$ cat config.mk
export PLATFORM = sky130hd
export DESIGN_NAME = hilo_acc
export DESIGN_NICKNAME = d
export VERILOG_FILES = /design/src/rtl/hilo_acc.sv
export SDC_FILE = /design/constraint.sdc
export NUM_CORES = 1
export LEC_CHECK = 0
export ABC_AREA = 1
export CELL_PAD_IN_SITES_DETAIL_PLACEMENT = 1
export CELL_PAD_IN_SITES_GLOBAL_PLACEMENT = 2
export CORE_MARGIN = 2
export CORE_UTILIZATION = 30
export DETAILED_ROUTE_END_ITERATION = 10
export MAX_ROUTING_LAYER = met4
export PLACE_DENSITY = 0.86
export SETUP_SLACK_MARGIN = 0.1
export SLEW_MARGIN = 40
export SYNTH_ARGS = -nofsm -noshare
export SYNTH_HDL_FRONTEND = slang
export SYNTH_SLANG_ARGS = --single-unit
$ cat constraint.sdc
create_clock -name Clock -period 5 [get_ports Clock]
set_input_delay 0.5 -clock Clock [delete_from_list [all_inputs] [get_ports Clock]]
set_output_delay 0.5 -clock Clock [all_outputs]
set_load 0.005 [all_outputs]
$ cat src/rtl/hilo_acc.sv
`default_nettype none
// ============================================================================
//  Module      : hilo_acc
//  Description : HI/LO accumulator register unit. MULT writeback, HI/LO moves
//                and reads, and 2-cycle split-carry multiply-accumulate.
//  Revision    : 1.0 - initial release
// ============================================================================
module hilo_acc #(
    parameter int W = 32
) (
    input  logic             Clock,
    input  logic             nReset,
    input  logic             Valid,
    input  logic             ACCEn,
    input  logic [5:0]       Func,
    input  logic [2*W-1:0]   Product,
    input  logic [W-1:0]     RsData,
    output logic             Busy,
    output logic [W-1:0]     Result,
    output logic             ResultValid,
    output logic [W-1:0]     Hi,
    output logic [W-1:0]     Lo
);

    localparam logic [5:0] C_MADD  = 6'b000000;
    localparam logic [5:0] C_MADDU = 6'b000001;
    localparam logic [5:0] C_MSUB  = 6'b000100;
    localparam logic [5:0] C_MSUBU = 6'b000101;
    localparam logic [5:0] C_MULT  = 6'b011000;
    localparam logic [5:0] C_MULTU = 6'b011001;
    localparam logic [5:0] C_MFHI  = 6'b010000;
    localparam logic [5:0] C_MTHI  = 6'b010001;
    localparam logic [5:0] C_MFLO  = 6'b010010;
    localparam logic [5:0] C_MTLO  = 6'b010011;

    typedef enum logic [0:0] {
        IDLE  = 1'b0,
        ADDHI = 1'b1
    } state_t;

    state_t         r_state;
    logic [W-1:0]   r_hi;
    logic [W-1:0]   r_lo;
    logic [W-1:0]   r_result;
    logic           r_result_valid;
    logic           r_busy;
    logic           r_carry;
    logic [W-1:0]   r_phi;
    logic           r_sub_op;

    logic           w_accept;
    logic [W:0]     w_lo_add;
    logic [W:0]     w_lo_sub;
    logic [W-1:0]   w_carry_ext;

    assign w_accept    = Valid && !r_busy;
    // Bit W of the 33-bit sum is the carry; of the 33-bit difference, the borrow.
    assign w_lo_add    = {1'b0, r_lo} + {1'b0, Product[W-1:0]};
    assign w_lo_sub    = {1'b0, r_lo} - {1'b0, Product[W-1:0]};
    assign w_carry_ext = {{(W-1){1'b0}}, r_carry};

    always_ff @(posedge Clock or posedge nReset) begin
        if (nReset) begin
            r_state        <= IDLE;
            r_hi           <= '0;
            r_lo           <= '0;
            r_result       <= '0;
            r_result_valid <= 1'b0;
            r_busy         <= 1'b0;
            r_carry        <= 1'b0;
            r_phi          <= '0;
            r_sub_op       <= 1'b0;
        end else begin
            r_result_valid <= 1'b0;
            case (r_state)
                IDLE: begin
                    if (w_accept && ACCEn) begin
                        case (Func)
                            C_MADD, C_MADDU: begin
                                {r_carry, r_lo} <= w_lo_add;
                                r_phi           <= Product[2*W-1:W];
                                r_sub_op        <= 1'b0;
                                r_state         <= ADDHI;
                                r_busy          <= 1'b1;
                            end
                            C_MSUB, C_MSUBU: begin
                                {r_carry, r_lo} <= w_lo_sub;
                                r_phi           <= Product[2*W-1:W];
                                r_sub_op        <= 1'b1;
                                r_state         <= ADDHI;
                                r_busy          <= 1'b1;
                            end
                            default: ;
                        endcase
                    end else if (w_accept) begin
                        case (Func)
                            C_MULT, C_MULTU: begin
                                r_hi <= Product[2*W-1:W];
                                r_lo <= Product[W-1:0];
                            end
                            C_MTHI: r_hi <= RsData;
                            C_MTLO: r_lo <= RsData;
                            C_MFHI: begin
                                r_result       <= r_hi;
                                r_result_valid <= 1'b1;
                            end
                            C_MFLO: begin
                                r_result       <= r_lo;
                                r_result_valid <= 1'b1;
                            end
                            default: ;
                        endcase
                    end
                end
                ADDHI: begin
                    if (r_sub_op)
                        r_hi <= r_hi - r_phi - w_carry_ext;
                    else
                        r_hi <= r_hi + r_phi + w_carry_ext;
                    r_state <= IDLE;
                    r_busy  <= 1'b0;
                end
                default: begin
                    r_state <= IDLE;
                    r_busy  <= 1'b0;
                end
            endcase
        end
    end

    assign Busy        = r_busy;
    assign Result      = r_result;
    assign ResultValid = r_result_valid;
    assign Hi          = r_hi;
    assign Lo          = r_lo;

endmodule
`default_nettype wire

==> flow_metrics.py <==
metrics = {
    "cts": {
        "cts_root_buf": "clkbuf_16",
        "cts.sinks": 133,
        "ctsHoldBuffers": 0,
        "post_cts_buffers": 0,
        "ctsResizeCount": 0,
        "clk_path_buf_depth": 2,
        "clk_latency_ns": 0.46,
        "tritoncts": "yes",
        "clk_transition_reported_paths_ns": 0.07,
        "cts_buffers": 17,
        "h-tree-depth": 4,
    },
    "worst_setup_path": {
        "slowest_delay_ns": 0.53,
        "cp_data_arrival_time_ns": 3.56,
        "crit_path_top_delay_cell": "dfrtp_1",
        "path_cells": "inv_1, ha_1, inv_1, ha_1, a21oi_1, o21ai_0, inv_1, nand2_1, inv_1, nand2_1, nand2_1, nand2_1, o21ai_0, nand2_1, nand2_1",
        "crit_top_cell": "nand2_1",
        "cp.buffers_inverters": 4,
        "endpoint_kind": "flop",
        "crit_path_start_kind": "flop",
        "criticalPathCategory": "flop to flop",
        "cp.depth": 15,
        "required_ns": 5.39,
        "critPathMaxFanout": 5,
        "r2r_cells": 15,
        "crit_family": "compound AO/OA/AOI/OAI gates",
    },
    "floorplanning": {
        "die_area_um2": 56250,
        "ios": 204,
        "fp.coreArea_um2": 53810,
        "die_w_um": 237.2,
        "num_rows": 85,
        "start_util": 0.3031,
        "die_h_um": 237.2,
    },
    "routing": {
        "drt_iter0_drc": 1084,
        "ant_nets": 0,
        "met1_length_um": 35160,
        "routed_wl_um": 78640,
        "vias": 18900,
        "route.met3.wl_um": 3003,
        "routed.top_layer": "met4",
        "viasPerCell": 5.116,
        "wl_met2_um": 38000,
        "drtPass1Iterations": 5,
        "routedWlPerCell_um": 21.28,
        "drc_errors": 0,
    },
    "power": {
        "power_frac_comb": 0.120,
        "p_leak_nw": 10.15,
        "p_int_mw": 1.920,
        "finalPower_mw": 2.735,
        "power.net_switching_uw": 814.8,
        "p_sw_frac": 0.2979,
        "p_per_area_nw_per_um2": 139.6,
        "clkPwrFrac": 0.487,
        "power_frac_seq": 0.393,
        "vdd_drop_max_mv": 0.1976,
    },
    "timing": {
        "worst_slack_ns": 1.824,
        "worstMarginPinSlew_ns": 0.8846,
        "setup_viol": 0,
        "setup_tns_ns": 0,
        "finalCriticalPeriod_ns": 3.176,
        "drv_slew": 0,
        "slew_headroom": 0.4094,
        "skew_ns": 0.01157,
        "fmax_mhz": 314.9,
        "rsz0062_at_grt": "no",
        "hold_viol": 0,
        "fin_crit_sh": 0.6352,
    },
    "global_routing": {
        "antenna_found_initial": 5,
        "grt_max_degree": 87,
        "grt_usage": 0.2869,
        "grt-ovfl-total": 0,
        "grt_pass1_vias": 19850,
        "grt_pass1_wl_um": 119100,
    },
    "synthesis": {
        "syn-instance-count": 2821,
        "yosys.area.top_type": "nand2_1",
        "syn_nets": 3087,
        "synth-simple-area-share": 0.3659,
        "synthTopCellsByArea": "nand2_1 (21%), dfrtp_1 (20%), ha_1 (12%)",
        "synth_seq_area_share": 0.2041,
        "syn_area_um2": 16310,
        "synthAdderAreaFrac": 0.1255,
        "synth_top_family_by_area": "simple AND/OR/NAND/NOR gates",
        "ys_warn_count": 0,
        "synth_xor_area_frac": 0.004296,
        "synth_mux_area_frac": 0,
        "synth_ff_type": "dfrtp_1",
        "syn_avg_cell_area_um2": 5.782,
        "synth-edff-count": 0,
        "async_flop_share": 1.000,
        "synth_compound_area_frac": 0.1649,
        "synth_top_area_share": 0.2067,
        "synth.distinct_cells": 46,
        "synth_seq_cells": 133,
    },
    "worst_hold_path": {
        "min_path_cells": 2,
        "min_path_type": "flop to flop",
    },
    "finish": {
        "syn_to_final_growth_pct": 20.14,
        "final_nets": 3247,
        "final_common_cell": "nand2_1",
        "multiInputGateArea_um2": 10790,
        "register_area_um2": 3329,
        "layout_common_cells": "nand2_1 (898), inv_1 (478), nor2_1 (312), clkdlybuf4s50_1 (203), a21oi_1 (189)",
        "nFillCells": 7198,
        "layout-drive-gt1-share": 0.02906,
    },
    "placement": {
        "port-buffer-count": 203,
        "dp_hpwl_um": 66130,
        "gp_congestion": 0.9480,
        "pre_cts_slack_ns": 1.545,
    },
    "run": {
        "drv_cap": 0,
    },
    "status": {
        "outcome": "finished clean",
    },
}
==> worst reg2reg max path: stages (launching register included) <==
cell and delay [ns]:
dfrtp_1 0.53, inv_1 0.09, ha_1 0.38, inv_1 0.11
ha_1 0.38, a21oi_1 0.30, o21ai_0 0.27, inv_1 0.11
nand2_1 0.12, inv_1 0.07, nand2_1 0.09, nand2_1 0.09
nand2_1 0.05, o21ai_0 0.32, nand2_1 0.13, nand2_1 0.09
==> power by group through the flow <==
stage	clock, mW	sequential (mW)	combinational (mW)
floorplan	0	1.10	0.148
global placement	0	1.10	0.322
detailed placement	0	1.10	0.326
CTS	1.34	1.08	0.328
global route	1.38	1.07	0.360
finish	1.33	1.08	0.328
==> through the flow <==
stage / hold slack, ns / cell area [um2] / instances / utilization
2_1_floorplan: 0.4714 / 16310 / 2821 / -
5_1_grt: 0.5693 / 19600 / 3695 / 0.3641
3_3_place_gp: 0.4883 / 18980 / 3658 / 0.3528
4_1_cts: 0.5240 / 19580 / 3690 / 0.3639
3_5_place_dp: 0.5085 / 18990 / 3658 / 0.3528
6_report: 0.5213 / 19600 / 3695 / 0.3641
==> path summary, 6_finish.rpt <==
check	from	to	slack (ns)
min in group asynchronous	nReset	Result[26]$_DFFE_PP0P_	0.55
max in group asynchronous	nReset	Hi[12]$_DFFE_PP0P_	3.52
min reg2reg	r_phi[31]$_DFFE_PP0P_	r_phi[31]$_DFFE_PP0P_	0.52
min	r_phi[31]$_DFFE_PP0P_	r_phi[31]$_DFFE_PP0P_	0.52
max	Hi[16]$_DFFE_PP0P_	Hi[19]$_DFFE_PP0P_	1.82
max reg2reg	Hi[16]$_DFFE_PP0P_	Hi[19]$_DFFE_PP0P_	1.82
==> cells by family after synthesis <==
kind of cell             after synthesis
XOR/XNOR                               8
AND/OR/NAND/NOR                     1472
flip-flops                           133
adder cells (fa/ha/maj)              160
buffers and inverters                568
AO/OA/AOI/OAI                        480
==> Yosys cell counts, types with 14 or more instances <==
| cell type | n |
|---|---|
| clkbuf_1 | 33 |
| nor2_1 | 313 |
| dfrtp_1 | 133 |
| a21oi_1 | 189 |
| and2_1 | 14 |
| o21ai_1 | 17 |
| nand3_1 | 169 |
| ha_1 | 154 |
| nand2_1 | 898 |
| nand4_1 | 20 |
| inv_1 | 480 |
| buf_2 | 30 |
| a31oi_1 | 42 |
| o21bai_1 | 25 |
| o21ai_0 | 161 |
| nor3_1 | 28 |
==> registers in the layout (all words and copies together) (netlist names) <==
signal,count
r_sub_op,1
Hi,32
Busy,1
r_carry,1
r_phi,32
r_state,1
Lo,32
Result,32
ResultValid,1
==> cell type report <==
type	count	area share
Inverter	490	0.09424
Antenna cell	5	0.0006385
Timing Repair Buffer	219	0.1098
Sequential cell	133	0.1699
Clock buffer	18	0.02241
Multi-Input combinational cell	2120	0.5506
Tap cell	696	0.04444
Clock inverter	14	0.007981
==> layer usage <==
metal / GRT usage / up-vias
li1: - / 9225
met1: 0.3581 / 9185
met2: 0.4881 / 392
met3: 0.02439 / 101
met4: 0.09929 / 0
met5: - / -
Power figures use the tool's default switching activity.
